$ cat src/rtl/gpu_host_bridge_pkg.sv
// Shared definitions for the HPS-to-GPU command bridge.
// Holds command codes, FSM state encoding, H2F/F2H bit positions, error
// payloads, the bus strobe bundle and a small command classifier.
package gpu_host_bridge_pkg;

    // Host command codes (h2f_value[23:16])
    localparam logic [7:0] CMD_PUT_LOW16      = 8'd0;
    localparam logic [7:0] CMD_PUT_HIGH16     = 8'd1;
    localparam logic [7:0] CMD_SET_ADDRESS    = 8'd2;
    localparam logic [7:0] CMD_SET_CORE       = 8'd3;
    localparam logic [7:0] CMD_WRITE_INST     = 8'd4;
    localparam logic [7:0] CMD_WRITE_DATA     = 8'd5;
    localparam logic [7:0] CMD_READ_INST      = 8'd6;
    localparam logic [7:0] CMD_READ_DATA      = 8'd7;
    localparam logic [7:0] CMD_READ_REGISTER  = 8'd8;
    localparam logic [7:0] CMD_READ_FLOATREG  = 8'd9;
    localparam logic [7:0] CMD_READ_SPECIAL   = 8'd10;
    localparam logic [7:0] CMD_GET_LOW16      = 8'd11;
    localparam logic [7:0] CMD_GET_HIGH16     = 8'd12;
    localparam logic [7:0] CMD_SET_RUN_MASK   = 8'd13;
    localparam logic [7:0] CMD_GET_EXCEPTION  = 8'd14;

    // FSM state encoding
    localparam logic [2:0] ST_INIT      = 3'd0;
    localparam logic [2:0] ST_IDLE      = 3'd1;
    localparam logic [2:0] ST_ISSUE     = 3'd2;
    localparam logic [2:0] ST_WAIT_READ = 3'd3;
    localparam logic [2:0] ST_DONE      = 3'd4;

    // H2F control bit positions
    localparam int unsigned H2F_RESET_N = 31;
    localparam int unsigned H2F_RUN     = 30;
    localparam int unsigned H2F_REQUEST = 29;

    // F2H status bit positions; bits [26:24] are zero, [23:0] is the data field
    localparam int unsigned F2H_EXITED_RESET  = 31;
    localparam int unsigned F2H_BUSY          = 30;
    localparam int unsigned F2H_CMD_ERROR     = 29;
    localparam int unsigned F2H_ANY_HALTED    = 28;
    localparam int unsigned F2H_ANY_EXCEPTION = 27;
    localparam int unsigned DATA_FIELD_WIDTH  = 24;

    // Error payloads placed in the data field
    localparam logic [23:0] ERR_DEAD00 = 24'hdead00;
    localparam logic [23:0] ERR_DEAD01 = 24'hdead01;

    // One-cycle access strobes toward the core array
    typedef struct packed {
        logic write_inst;
        logic write_data;
        logic read_inst;
        logic read_data;
        logic read_register;
        logic read_floatreg;
        logic read_special;
    } strobe_t;

    // True for every command that issues a bus read
    function automatic logic is_read_cmd(input logic [7:0] cmd);
        return (cmd >= CMD_READ_INST) && (cmd <= CMD_READ_SPECIAL);
    endfunction

endpackage

$ cat src/rtl/gpu_host_bridge_if.sv
// Shared RAM/register access bus between the bridge and the shader cores.
// master: bridge side (drives select, strobes, address, write data).
// slave : core-array side (returns muxed read data and its valid flag).
interface gpu_host_bridge_if #(
    parameter int unsigned WORD_WIDTH    = 32,
    parameter int unsigned ADDRESS_WIDTH = 16,
    parameter int unsigned CORE_COUNT    = 4
);
    logic [CORE_COUNT-1:0]    core_select;
    logic                     enable_write_inst_ram;
    logic                     enable_write_data_ram;
    logic                     enable_read_inst_ram;
    logic                     enable_read_data_ram;
    logic                     enable_read_register;
    logic                     enable_read_floatreg;
    logic                     enable_read_special;
    logic [ADDRESS_WIDTH-1:0] rw_address;
    logic [WORD_WIDTH-1:0]    write_data;
    logic [WORD_WIDTH-1:0]    read_data;
    logic                     read_valid;

    modport master (
        output core_select,
        output enable_write_inst_ram, enable_write_data_ram,
        output enable_read_inst_ram, enable_read_data_ram,
        output enable_read_register, enable_read_floatreg, enable_read_special,
        output rw_address, write_data,
        input  read_data, read_valid
    );

    modport slave (
        input  core_select,
        input  enable_write_inst_ram, enable_write_data_ram,
        input  enable_read_inst_ram, enable_read_data_ram,
        input  enable_read_register, enable_read_floatreg, enable_read_special,
        input  rw_address, write_data,
        output read_data, read_valid
    );
endinterface

$ cat src/rtl/gpu_exception_select.sv
// Priority encoder returning the exception data of the lowest-index core
// whose exception flag is set, or zero when no core is excepting.
// Ports: core_exception_i (per-core flags), core_exception_data_i (24 bits
// per core, core i at [24i+23:24i]), exception_data_o (selected data).
module gpu_exception_select #(
    parameter int unsigned CORE_COUNT = 4
) (
    input  logic [CORE_COUNT-1:0]    core_exception_i,
    input  logic [24*CORE_COUNT-1:0] core_exception_data_i,
    output logic [23:0]              exception_data_o
);

    // Scan upward; the first hit wins
    always_comb begin
        logic found;
        found            = 1'b0;
        exception_data_o = '0;
        for (int i = 0; i < int'(CORE_COUNT); i++) begin
            if (!found && core_exception_i[i]) begin
                exception_data_o = core_exception_data_i[24*i +: 24];
                found            = 1'b1;
            end
        end
    end

endmodule

$ cat src/rtl/gpu_host_bridge.sv
// HPS-to-GPU command bridge. Decodes the H2F PIO word into a request/busy
// handshake, issues accesses on the shared core bus, and reports status and
// command results on the F2H PIO word.
// Ports: clock/reset (sync, active-high); h2f_value in, f2h_value out;
// core_reset_n, core_run out; core_halted, core_exception,
// core_exception_data in; bus (master side of the core access bus).
module gpu_host_bridge
    import gpu_host_bridge_pkg::*;
#(
    parameter int unsigned WORD_WIDTH    = 32,
    parameter int unsigned ADDRESS_WIDTH = 16,
    parameter int unsigned CORE_COUNT    = 4,
    parameter int unsigned READ_TIMEOUT  = 15
) (
    input  logic                      clock,
    input  logic                      reset,
    input  logic [31:0]               h2f_value,
    output logic [31:0]               f2h_value,
    output logic                      core_reset_n,
    output logic [CORE_COUNT-1:0]     core_run,
    input  logic [CORE_COUNT-1:0]     core_halted,
    input  logic [CORE_COUNT-1:0]     core_exception,
    input  logic [24*CORE_COUNT-1:0]  core_exception_data,
    gpu_host_bridge_if.master         bus
);

    localparam int unsigned TIMER_WIDTH = $clog2(READ_TIMEOUT + 1);

    // H2F field decode
    logic        host_rstn;
    logic        host_run;
    logic        host_req;
    logic [7:0]  h2f_cmd;
    logic [15:0] h2f_param;
    logic        unused_h2f;

    assign host_rstn  = h2f_value[H2F_RESET_N];
    assign host_run   = h2f_value[H2F_RUN];
    assign host_req   = h2f_value[H2F_REQUEST];
    assign h2f_cmd    = h2f_value[23:16];
    assign h2f_param  = h2f_value[15:0];
    assign unused_h2f = ^h2f_value[28:24];

    logic [2:0]               state_q, state_d;
    logic                     exited_q, exited_d;
    logic                     busy_q, busy_d;
    logic                     err_q, err_d;
    logic [23:0]              data_q, data_d;
    logic [ADDRESS_WIDTH-1:0] addr_q, addr_d;
    logic [CORE_COUNT-1:0]    run_mask_q, run_mask_d;
    logic [CORE_COUNT-1:0]    sel_q, sel_d;
    logic                     bcast_q, bcast_d;
    logic [7:0]               cmd_q, cmd_d;
    logic [15:0]              param_q, param_d;
    strobe_t                  strobe_q, strobe_d;
    logic [ADDRESS_WIDTH-1:0] rw_addr_q, rw_addr_d;
    logic [TIMER_WIDTH-1:0]   timer_q, timer_d;
    logic [31:0]              write_reg_q, write_reg_d;
    logic [31:0]              read_reg_q, read_reg_d;
    logic [23:0]              exc_data;

    gpu_exception_select #(
        .CORE_COUNT (CORE_COUNT)
    ) u_exception_select (
        .core_exception_i      (core_exception),
        .core_exception_data_i (core_exception_data),
        .exception_data_o      (exc_data)
    );

    // Next-state and datapath update
    always_comb begin
        state_d     = state_q;
        exited_d    = exited_q;
        busy_d      = busy_q;
        err_d       = err_q;
        data_d      = data_q;
        addr_d      = addr_q;
        run_mask_d  = run_mask_q;
        sel_d       = sel_q;
        bcast_d     = bcast_q;
        cmd_d       = cmd_q;
        param_d     = param_q;
        strobe_d    = '0;
        rw_addr_d   = rw_addr_q;
        timer_d     = timer_q;
        write_reg_d = write_reg_q;
        read_reg_d  = read_reg_q;

        case (state_q)
            ST_INIT: begin
                exited_d = 1'b1;
                busy_d   = 1'b0;
                state_d  = ST_IDLE;
            end

            ST_IDLE: begin
                if (host_req && !host_run) begin
                    cmd_d   = h2f_cmd;
                    param_d = h2f_param;
                    busy_d  = 1'b1;
                    err_d   = 1'b0;
                    state_d = ST_ISSUE;
                    // Strobes are registered here so they are high during ISSUE;
                    // a read toward a broadcast selection never reaches the bus.
                    if (!(is_read_cmd(h2f_cmd) && bcast_q)) begin
                        case (h2f_cmd)
                            CMD_WRITE_INST:    strobe_d.write_inst    = 1'b1;
                            CMD_WRITE_DATA:    strobe_d.write_data    = 1'b1;
                            CMD_READ_INST:     strobe_d.read_inst     = 1'b1;
                            CMD_READ_DATA:     strobe_d.read_data     = 1'b1;
                            CMD_READ_REGISTER: strobe_d.read_register = 1'b1;
                            CMD_READ_FLOATREG: strobe_d.read_floatreg = 1'b1;
                            CMD_READ_SPECIAL:  strobe_d.read_special  = 1'b1;
                            default: ;
                        endcase
                    end
                    case (h2f_cmd)
                        CMD_WRITE_INST, CMD_WRITE_DATA,
                        CMD_READ_INST, CMD_READ_DATA:
                            rw_addr_d = addr_q;
                        CMD_READ_REGISTER, CMD_READ_FLOATREG, CMD_READ_SPECIAL:
                            rw_addr_d = ADDRESS_WIDTH'(h2f_param[4:0]);
                        default: ;
                    endcase
                end
            end

            ST_ISSUE: begin
                state_d = ST_DONE;
                timer_d = '0;
                case (cmd_q)
                    CMD_PUT_LOW16:   write_reg_d[15:0]  = param_q;
                    CMD_PUT_HIGH16:  write_reg_d[31:16] = param_q;
                    CMD_SET_ADDRESS: addr_d = param_q[ADDRESS_WIDTH-1:0];
                    CMD_SET_CORE: begin
                        if (param_q[4]) begin
                            bcast_d = 1'b1;
                            sel_d   = '1;
                        end else if (32'(param_q[3:0]) < CORE_COUNT) begin
                            bcast_d = 1'b0;
                            sel_d   = CORE_COUNT'(1) << param_q[3:0];
                        end else begin
                            err_d  = 1'b1;
                            data_d = ERR_DEAD00;
                        end
                    end
                    CMD_WRITE_INST, CMD_WRITE_DATA:
                        addr_d = addr_q + ADDRESS_WIDTH'(1);
                    CMD_READ_INST, CMD_READ_DATA, CMD_READ_REGISTER,
                    CMD_READ_FLOATREG, CMD_READ_SPECIAL: begin
                        if (bcast_q) begin
                            err_d  = 1'b1;
                            data_d = ERR_DEAD00;
                        end else begin
                            if (cmd_q == CMD_READ_INST || cmd_q == CMD_READ_DATA) begin
                                addr_d = addr_q + ADDRESS_WIDTH'(1);
                            end
                            // Data may come back in the strobe cycle itself
                            if (bus.read_valid) begin
                                read_reg_d = 32'(bus.read_data);
                            end else begin
                                state_d = ST_WAIT_READ;
                            end
                        end
                    end
                    CMD_GET_LOW16:     data_d = {8'h00, read_reg_q[15:0]};
                    CMD_GET_HIGH16:    data_d = {8'h00, read_reg_q[31:16]};
                    CMD_SET_RUN_MASK:  run_mask_d = param_q[CORE_COUNT-1:0];
                    CMD_GET_EXCEPTION: data_d = exc_data;
                    default: begin
                        err_d  = 1'b1;
                        data_d = ERR_DEAD00;
                    end
                endcase
            end

            ST_WAIT_READ: begin
                if (bus.read_valid) begin
                    read_reg_d = 32'(bus.read_data);
                    state_d    = ST_DONE;
                end else if (timer_q == TIMER_WIDTH'(READ_TIMEOUT - 1)) begin
                    err_d   = 1'b1;
                    data_d  = ERR_DEAD01;
                    state_d = ST_DONE;
                end else begin
                    timer_d = timer_q + TIMER_WIDTH'(1);
                end
            end

            ST_DONE: begin
                // No re-trigger: request must drop before the next command
                if (!host_req) begin
                    busy_d  = 1'b0;
                    state_d = ST_IDLE;
                end
            end

            default: state_d = ST_INIT;
        endcase
    end

    // Bridge state; the host soft reset clears it like the hard reset
    always_ff @(posedge clock) begin
        if (reset || !host_rstn) begin
            state_q    <= ST_INIT;
            exited_q   <= 1'b0;
            busy_q     <= 1'b1;
            err_q      <= 1'b0;
            data_q     <= '0;
            addr_q     <= '0;
            run_mask_q <= '1;
            sel_q      <= CORE_COUNT'(1);
            bcast_q    <= 1'b0;
            cmd_q      <= '0;
            param_q    <= '0;
            strobe_q   <= '0;
            rw_addr_q  <= '0;
            timer_q    <= '0;
        end else begin
            state_q    <= state_d;
            exited_q   <= exited_d;
            busy_q     <= busy_d;
            err_q      <= err_d;
            data_q     <= data_d;
            addr_q     <= addr_d;
            run_mask_q <= run_mask_d;
            sel_q      <= sel_d;
            bcast_q    <= bcast_d;
            cmd_q      <= cmd_d;
            param_q    <= param_d;
            strobe_q   <= strobe_d;
            rw_addr_q  <= rw_addr_d;
            timer_q    <= timer_d;
        end
    end

    // Data registers survive a host soft reset
    always_ff @(posedge clock) begin
        if (reset) begin
            write_reg_q <= '0;
            read_reg_q  <= '0;
        end else if (host_rstn) begin
            write_reg_q <= write_reg_d;
            read_reg_q  <= read_reg_d;
        end
    end

    // Status word
    always_comb begin
        f2h_value                    = '0;
        f2h_value[F2H_EXITED_RESET]  = exited_q;
        f2h_value[F2H_BUSY]          = busy_q;
        f2h_value[F2H_CMD_ERROR]     = err_q;
        f2h_value[F2H_ANY_HALTED]    = |core_halted;
        f2h_value[F2H_ANY_EXCEPTION] = |core_exception;
        f2h_value[DATA_FIELD_WIDTH-1:0] = data_q;
    end

    assign core_reset_n = !reset && host_rstn;
    assign core_run     = run_mask_q & {CORE_COUNT{host_run}};

    assign bus.core_select           = sel_q;
    assign bus.enable_write_inst_ram = strobe_q.write_inst;
    assign bus.enable_write_data_ram = strobe_q.write_data;
    assign bus.enable_read_inst_ram  = strobe_q.read_inst;
    assign bus.enable_read_data_ram  = strobe_q.read_data;
    assign bus.enable_read_register  = strobe_q.read_register;
    assign bus.enable_read_floatreg  = strobe_q.read_floatreg;
    assign bus.enable_read_special   = strobe_q.read_special;
    assign bus.rw_address            = rw_addr_q;
    assign bus.write_data            = WORD_WIDTH'(write_reg_q);

endmodule

$ cat src/flat_wrapper.sv
// flat-port wrapper written by rule: the top's interface ports become plain ports
module gpu_host_bridge_flat import gpu_host_bridge_pkg::*;
#(
    parameter int unsigned WORD_WIDTH    = 32,
    parameter int unsigned ADDRESS_WIDTH = 16,
    parameter int unsigned CORE_COUNT    = 4,
    parameter int unsigned READ_TIMEOUT  = 15
)
  (clock, reset, h2f_value, f2h_value, core_reset_n, core_run, core_halted, core_exception, core_exception_data, bus_core_select, bus_enable_write_inst_ram, bus_enable_write_data_ram, bus_enable_read_inst_ram, bus_enable_read_data_ram, bus_enable_read_register, bus_enable_read_floatreg, bus_enable_read_special, bus_rw_address, bus_write_data, bus_read_data, bus_read_valid);
  gpu_host_bridge_if #(.WORD_WIDTH(WORD_WIDTH), .ADDRESS_WIDTH(ADDRESS_WIDTH), .CORE_COUNT(CORE_COUNT)) bus_i ();
  input  logic clock;
  input  logic reset;
  input  logic [31:0] h2f_value;
  output logic [31:0] f2h_value;
  output logic core_reset_n;
  output logic [CORE_COUNT-1:0] core_run;
  input  logic [CORE_COUNT-1:0] core_halted;
  input  logic [CORE_COUNT-1:0] core_exception;
  input  logic [24*CORE_COUNT-1:0] core_exception_data;
  output wire logic [$bits(bus_i.core_select)-1:0] bus_core_select;
  output wire logic [$bits(bus_i.enable_write_inst_ram)-1:0] bus_enable_write_inst_ram;
  output wire logic [$bits(bus_i.enable_write_data_ram)-1:0] bus_enable_write_data_ram;
  output wire logic [$bits(bus_i.enable_read_inst_ram)-1:0] bus_enable_read_inst_ram;
  output wire logic [$bits(bus_i.enable_read_data_ram)-1:0] bus_enable_read_data_ram;
  output wire logic [$bits(bus_i.enable_read_register)-1:0] bus_enable_read_register;
  output wire logic [$bits(bus_i.enable_read_floatreg)-1:0] bus_enable_read_floatreg;
  output wire logic [$bits(bus_i.enable_read_special)-1:0] bus_enable_read_special;
  output wire logic [$bits(bus_i.rw_address)-1:0] bus_rw_address;
  output wire logic [$bits(bus_i.write_data)-1:0] bus_write_data;
  input wire logic [$bits(bus_i.read_data)-1:0] bus_read_data;
  input wire logic [$bits(bus_i.read_valid)-1:0] bus_read_valid;
  assign bus_core_select = bus_i.core_select;
  assign bus_enable_write_inst_ram = bus_i.enable_write_inst_ram;
  assign bus_enable_write_data_ram = bus_i.enable_write_data_ram;
  assign bus_enable_read_inst_ram = bus_i.enable_read_inst_ram;
  assign bus_enable_read_data_ram = bus_i.enable_read_data_ram;
  assign bus_enable_read_register = bus_i.enable_read_register;
  assign bus_enable_read_floatreg = bus_i.enable_read_floatreg;
  assign bus_enable_read_special = bus_i.enable_read_special;
  assign bus_rw_address = bus_i.rw_address;
  assign bus_write_data = bus_i.write_data;
  assign bus_i.read_data = bus_read_data;
  assign bus_i.read_valid = bus_read_valid;
  gpu_host_bridge #(.WORD_WIDTH(WORD_WIDTH), .ADDRESS_WIDTH(ADDRESS_WIDTH), .CORE_COUNT(CORE_COUNT), .READ_TIMEOUT(READ_TIMEOUT)) u_core (.clock(clock), .reset(reset), .h2f_value(h2f_value), .f2h_value(f2h_value), .core_reset_n(core_reset_n), .core_run(core_run), .core_halted(core_halted), .core_exception(core_exception), .core_exception_data(core_exception_data), .bus(bus_i));
endmodule
$ cat config.mk
export PLATFORM = sky130hd
export DESIGN_NAME = gpu_host_bridge_flat
export DESIGN_NICKNAME = d
export VERILOG_FILES = /design/src/rtl/gpu_host_bridge_pkg.sv /design/src/rtl/gpu_host_bridge_if.sv /design/src/rtl/gpu_exception_select.sv /design/src/rtl/gpu_host_bridge.sv /design/src/flat_wrapper.sv
export SDC_FILE = /design/constraint.sdc
export NUM_CORES = 1
export LEC_CHECK = 0
export BUFFER_PORTS_ARGS = -buffer_cell sky130_fd_sc_hd__buf_2
export CAP_MARGIN = 20
export CORE_ASPECT_RATIO = 0.9
export CORE_MARGIN = 4
export CORE_UTILIZATION = 35
export DETAILED_ROUTE_END_ITERATION = 12
export GPL_TIMING_DRIVEN = 1
export PLACE_DENSITY = 0.65
export SLEW_MARGIN = 20
export SYNTH_ARGS = -nofsm -noshare
export SYNTH_HDL_FRONTEND = slang
export SYNTH_SLANG_ARGS = --single-unit
$ cat constraint.sdc
create_clock -name clock -period 2.6 [get_ports clock]
set_clock_uncertainty 0.05 [all_clocks]
set_input_delay 0.13 -clock clock [delete_from_list [all_inputs] [get_ports clock]]
set_output_delay 0.13 -clock clock [all_outputs]
set_load 0.05 [all_outputs]
==> summary.txt <==
Status
  • Outcome: finished clean

Pwr
  • Power consumption: around 6 mW
  • Switching fraction of total power: 23.2%
  • Internal power: 4.62 mW
  • Leakage Power: 4.35 nW
  • Peak VDD IR: 0.000374 V
  • Combinational share of power: 8.3%
  • Share of total power in the clock network: 48.1%
  • PD cells: 556 nW/um^2
  • NetSw: between 1 and 1.5 mW
  • Sequential share of power: 43.5%

Setup path
  • Arrival time at the worst endpoint: 2.74 ns
  • Worst setup SP type: register
  • Number of cells on the worst reg-to-reg path: 8
  • Critical path class: reg2reg
  • R2r setup slk: 0.13 ns
  • Worst r2r dst: u_core.data_q[20]
  • Crit. End Element: register
  • Crit Reg-Reg Startpoint: u_core.cmd_q[7]
  • Required time worst endpoint: 2.87 ns
  • CP Max Fanout: 12

Clock network
  • Number of CTS-inserted buffers: 17
  • Clock Root Buffer: clkbuf_16
  • Clk slew on worst S/H paths: 0.07 ns
  • Clock sinks: 170
  • CTS tree: done
  • Max Root-Sink Buffers: 2
  • H-tree level count: 4
  • Clk Latency, worst-skew pair: 0.43 ns

Yosys
  • Syn Std Cell Area: around 7900 sq um
  • Top cells by count, synth: 211 x nand2_1, 170 x dfxtp_1, 102 x a21oi_1
  • Avg Cell Area, Syn: 7.87 sq um
  • Yosys cell types: 66
  • Share of the synthesized area in the top cell type: 42.9%
  • Flops & latches, synth: 170
  • Post-synth ARST share: 0%
  • Ys flop type: dfxtp_1
  • Post-Syn Instances: between 1,000 and 1,500
  • Leading area contributor after synthesis: dfxtp_1
  • Yosys warns: 0
  • EDFF count, synth: 0
  • Most numerous cell in the Yosys netlist: nand2_1
  • Post-synthesis sequential area ratio: 42.9%
  • Top cells by area, synth: dfxtp_1 43%, nand2_1 10%, a21oi_1 6.4%

GRT
  • All-layer global routing usage: between 20 and 25%
  • Largest net degree at the start of global routing: 65
  • First-pass GRT wire length: 42,000 microns
  • Initial antenna violation count: 1
  • Gr ovfl total: 0
  • Vias in the first global route: 7,764

Timing
  • Fin crit share: 95.1%
  • Relative slew margins: 33.7%
  • Setup-failing EPs final: 0
  • Unrepaired setup endpoints after global routing: false
  • Max-slew violations: 0
  • Max Clk Rate: 404 MHz
  • Period minus WS final: 2.47 ns
  • Worst hold margin: 0.0193 ns
  • Final TNS setup: 0 ns
  • Final WS setup: 0.127 ns
  • Slew @ Worst Pin: 0.986 ns
  • Final Hold Vio Count: 0

Drt
  • Via Count: around 8,400
  • Post-route ant nets: 0
  • Post-route DRC violation count: 0
  • First-pass detailed-route iteration total: 6
  • Vias per cell: 5.18
  • WL final: 27,300 microns
  • DRT iter0 DRCs: 704
  • Drt wl/cell: 16.9 microns

Placement
  • Placed Cells: 1,524
  • Placed Area: 9560 sq um
  • I/O Buffers: between 200 and 300
  • Detail Placement HPWL: around 20,000 microns
  • Place WS: 0.129 ns
  • Routability congestion estimate from global placement: between 0.8 and 0.9

Cells and area
  • Non-filler cells, final: 1,617
  • Layout area overhead: 36.4%
  • Share of cells above drive strength 1: between 20% and 30%
  • Layout Nets: 1,480
  • Final Cell Area: between 10,000 and 15,000 sq um
  • Layout Utilization: 48.4%

Min path
  • Hold Crit Start: core_exception_data[93]
  • Hold depth: 5
  • Hold Crit Class: in2reg
  • Hold Path Sink: u_core.data_q[21]

Die
  • I/O Pins: 267
  • Initial Util: roughly 35%
  • Die width: ~170 microns
  • Die H: roughly 150 microns
  • FP Rows: 52
  • Core area: 22,400 sq um
  • Die area: around 25,000 sq um

Job
  • Max Cap Viol: 0
[worst max-delay path: stages, from the launching register on]
cell and delay [ns]:
dfxtp_1 0.32, or4_4 0.61, buf_4 0.17, o41a_1 0.39, o31ai_1 0.09, a211oi_2 0.23, buf_4 0.24, o21ai_0 0.19
a21oi_1 0.07
[what timing repair did]
action	in CTS	in global routing
hold endpoints to repair	67	0
hold buffers	58	0
setup endpoints to repair	0	8
buffers inserted	0	2
gates resized for setup	0	1
[cell type report]
class | count | area, sq um
Antenna cell | 1 | 2.50
Clock buffer | 21 | 460
Clock inverter | 11 | 206
Fill cell | 2171 | 11500
Inverter | 15 | 56.3
Multi-Input combinational cell | 743 | 4110
Sequential cell | 170 | 3400
Tap cell | 297 | 372
Timing Repair Buffer | 359 | 2220
[routing by layer]
layer  wire length (microns)  global-route usage (%)  up-vias
met1                   12700                    29.1     3911
met4                     581                    6.05        0
met5                       0                       0        -
met2                   12200                    31.8      305
met3                    1780                    4.80       45
li1                        -                       -     4117
[flip-flops by register name, summed over array words and instances (netlist names), 3 cells and up]
name and count:
u_core.read_reg_q 32, u_core.param_q 16, u_core.addr_q 16, u_core.run_mask_q 4, u_core.data_q 24, u_core.bus.rw_address 16
u_core.state_q 3, u_core.cmd_q 8, u_core.bus.core_select 4, u_core.bus.write_data 32, u_core.timer_q 4
[cells by family after synthesis]
kind of cell | after synthesis | share of synthesized area (%)
xor+xnor | 2 | 0.221
buf+inv | 98 | 5.77
flops | 170 | 42.9
compound gates | 271 | 21.7
mux | 37 | 4.66
simple gates | 427 | 24.3
fa+ha+maj | 3 | 0.473
other cells | 1 | 0.0472
[power groups by stage]
stage | clock network [mW] | registers, mW | logic, mW
global route | 3.03 | 2.62 | 0.540
finish | 2.90 | 2.62 | 0.501
global placement | 0 | 2.68 | 0.421
CTS | 2.94 | 2.62 | 0.494
floorplan | 0 | 2.68 | 0.214
detailed placement | 0 | 2.68 | 0.423
[cell usage in the layout, fill, tap and decap left out, drive strengths merged, types with 11 or more instances in the layout]
cell	n
buf	301
nand2	211
dfxtp	170
a21oi	102
nor2	86
o21ai	63
dlygate4sd3	58
nand3	38
mux2i	37
a22oi	28
nor3	24
clkbuf	21
inv	18
a221o	12
a22o	11
[how the worst max path moves through the flow]
stage / start / end / slack [ns] / cells past startpoint
global placement: u_core.cmd_q[4] / u_core.bus.write_data[11] / 0.18 / 7
global route: u_core.cmd_q[7] / u_core.bus.write_data[1] / 0.00004 / 7
finish: u_core.cmd_q[7] / u_core.data_q[20] / 0.13 / 8
detailed placement: u_core.cmd_q[4] / u_core.bus.write_data[6] / 0.13 / 7
CTS: u_core.cmd_q[4] / u_core.bus.write_data[6] / 0.12 / 7
floorplan: u_core.cmd_q[4] / u_core.read_reg_q[0] / 0.26 / 7
Power figures use the tool's default switching activity.
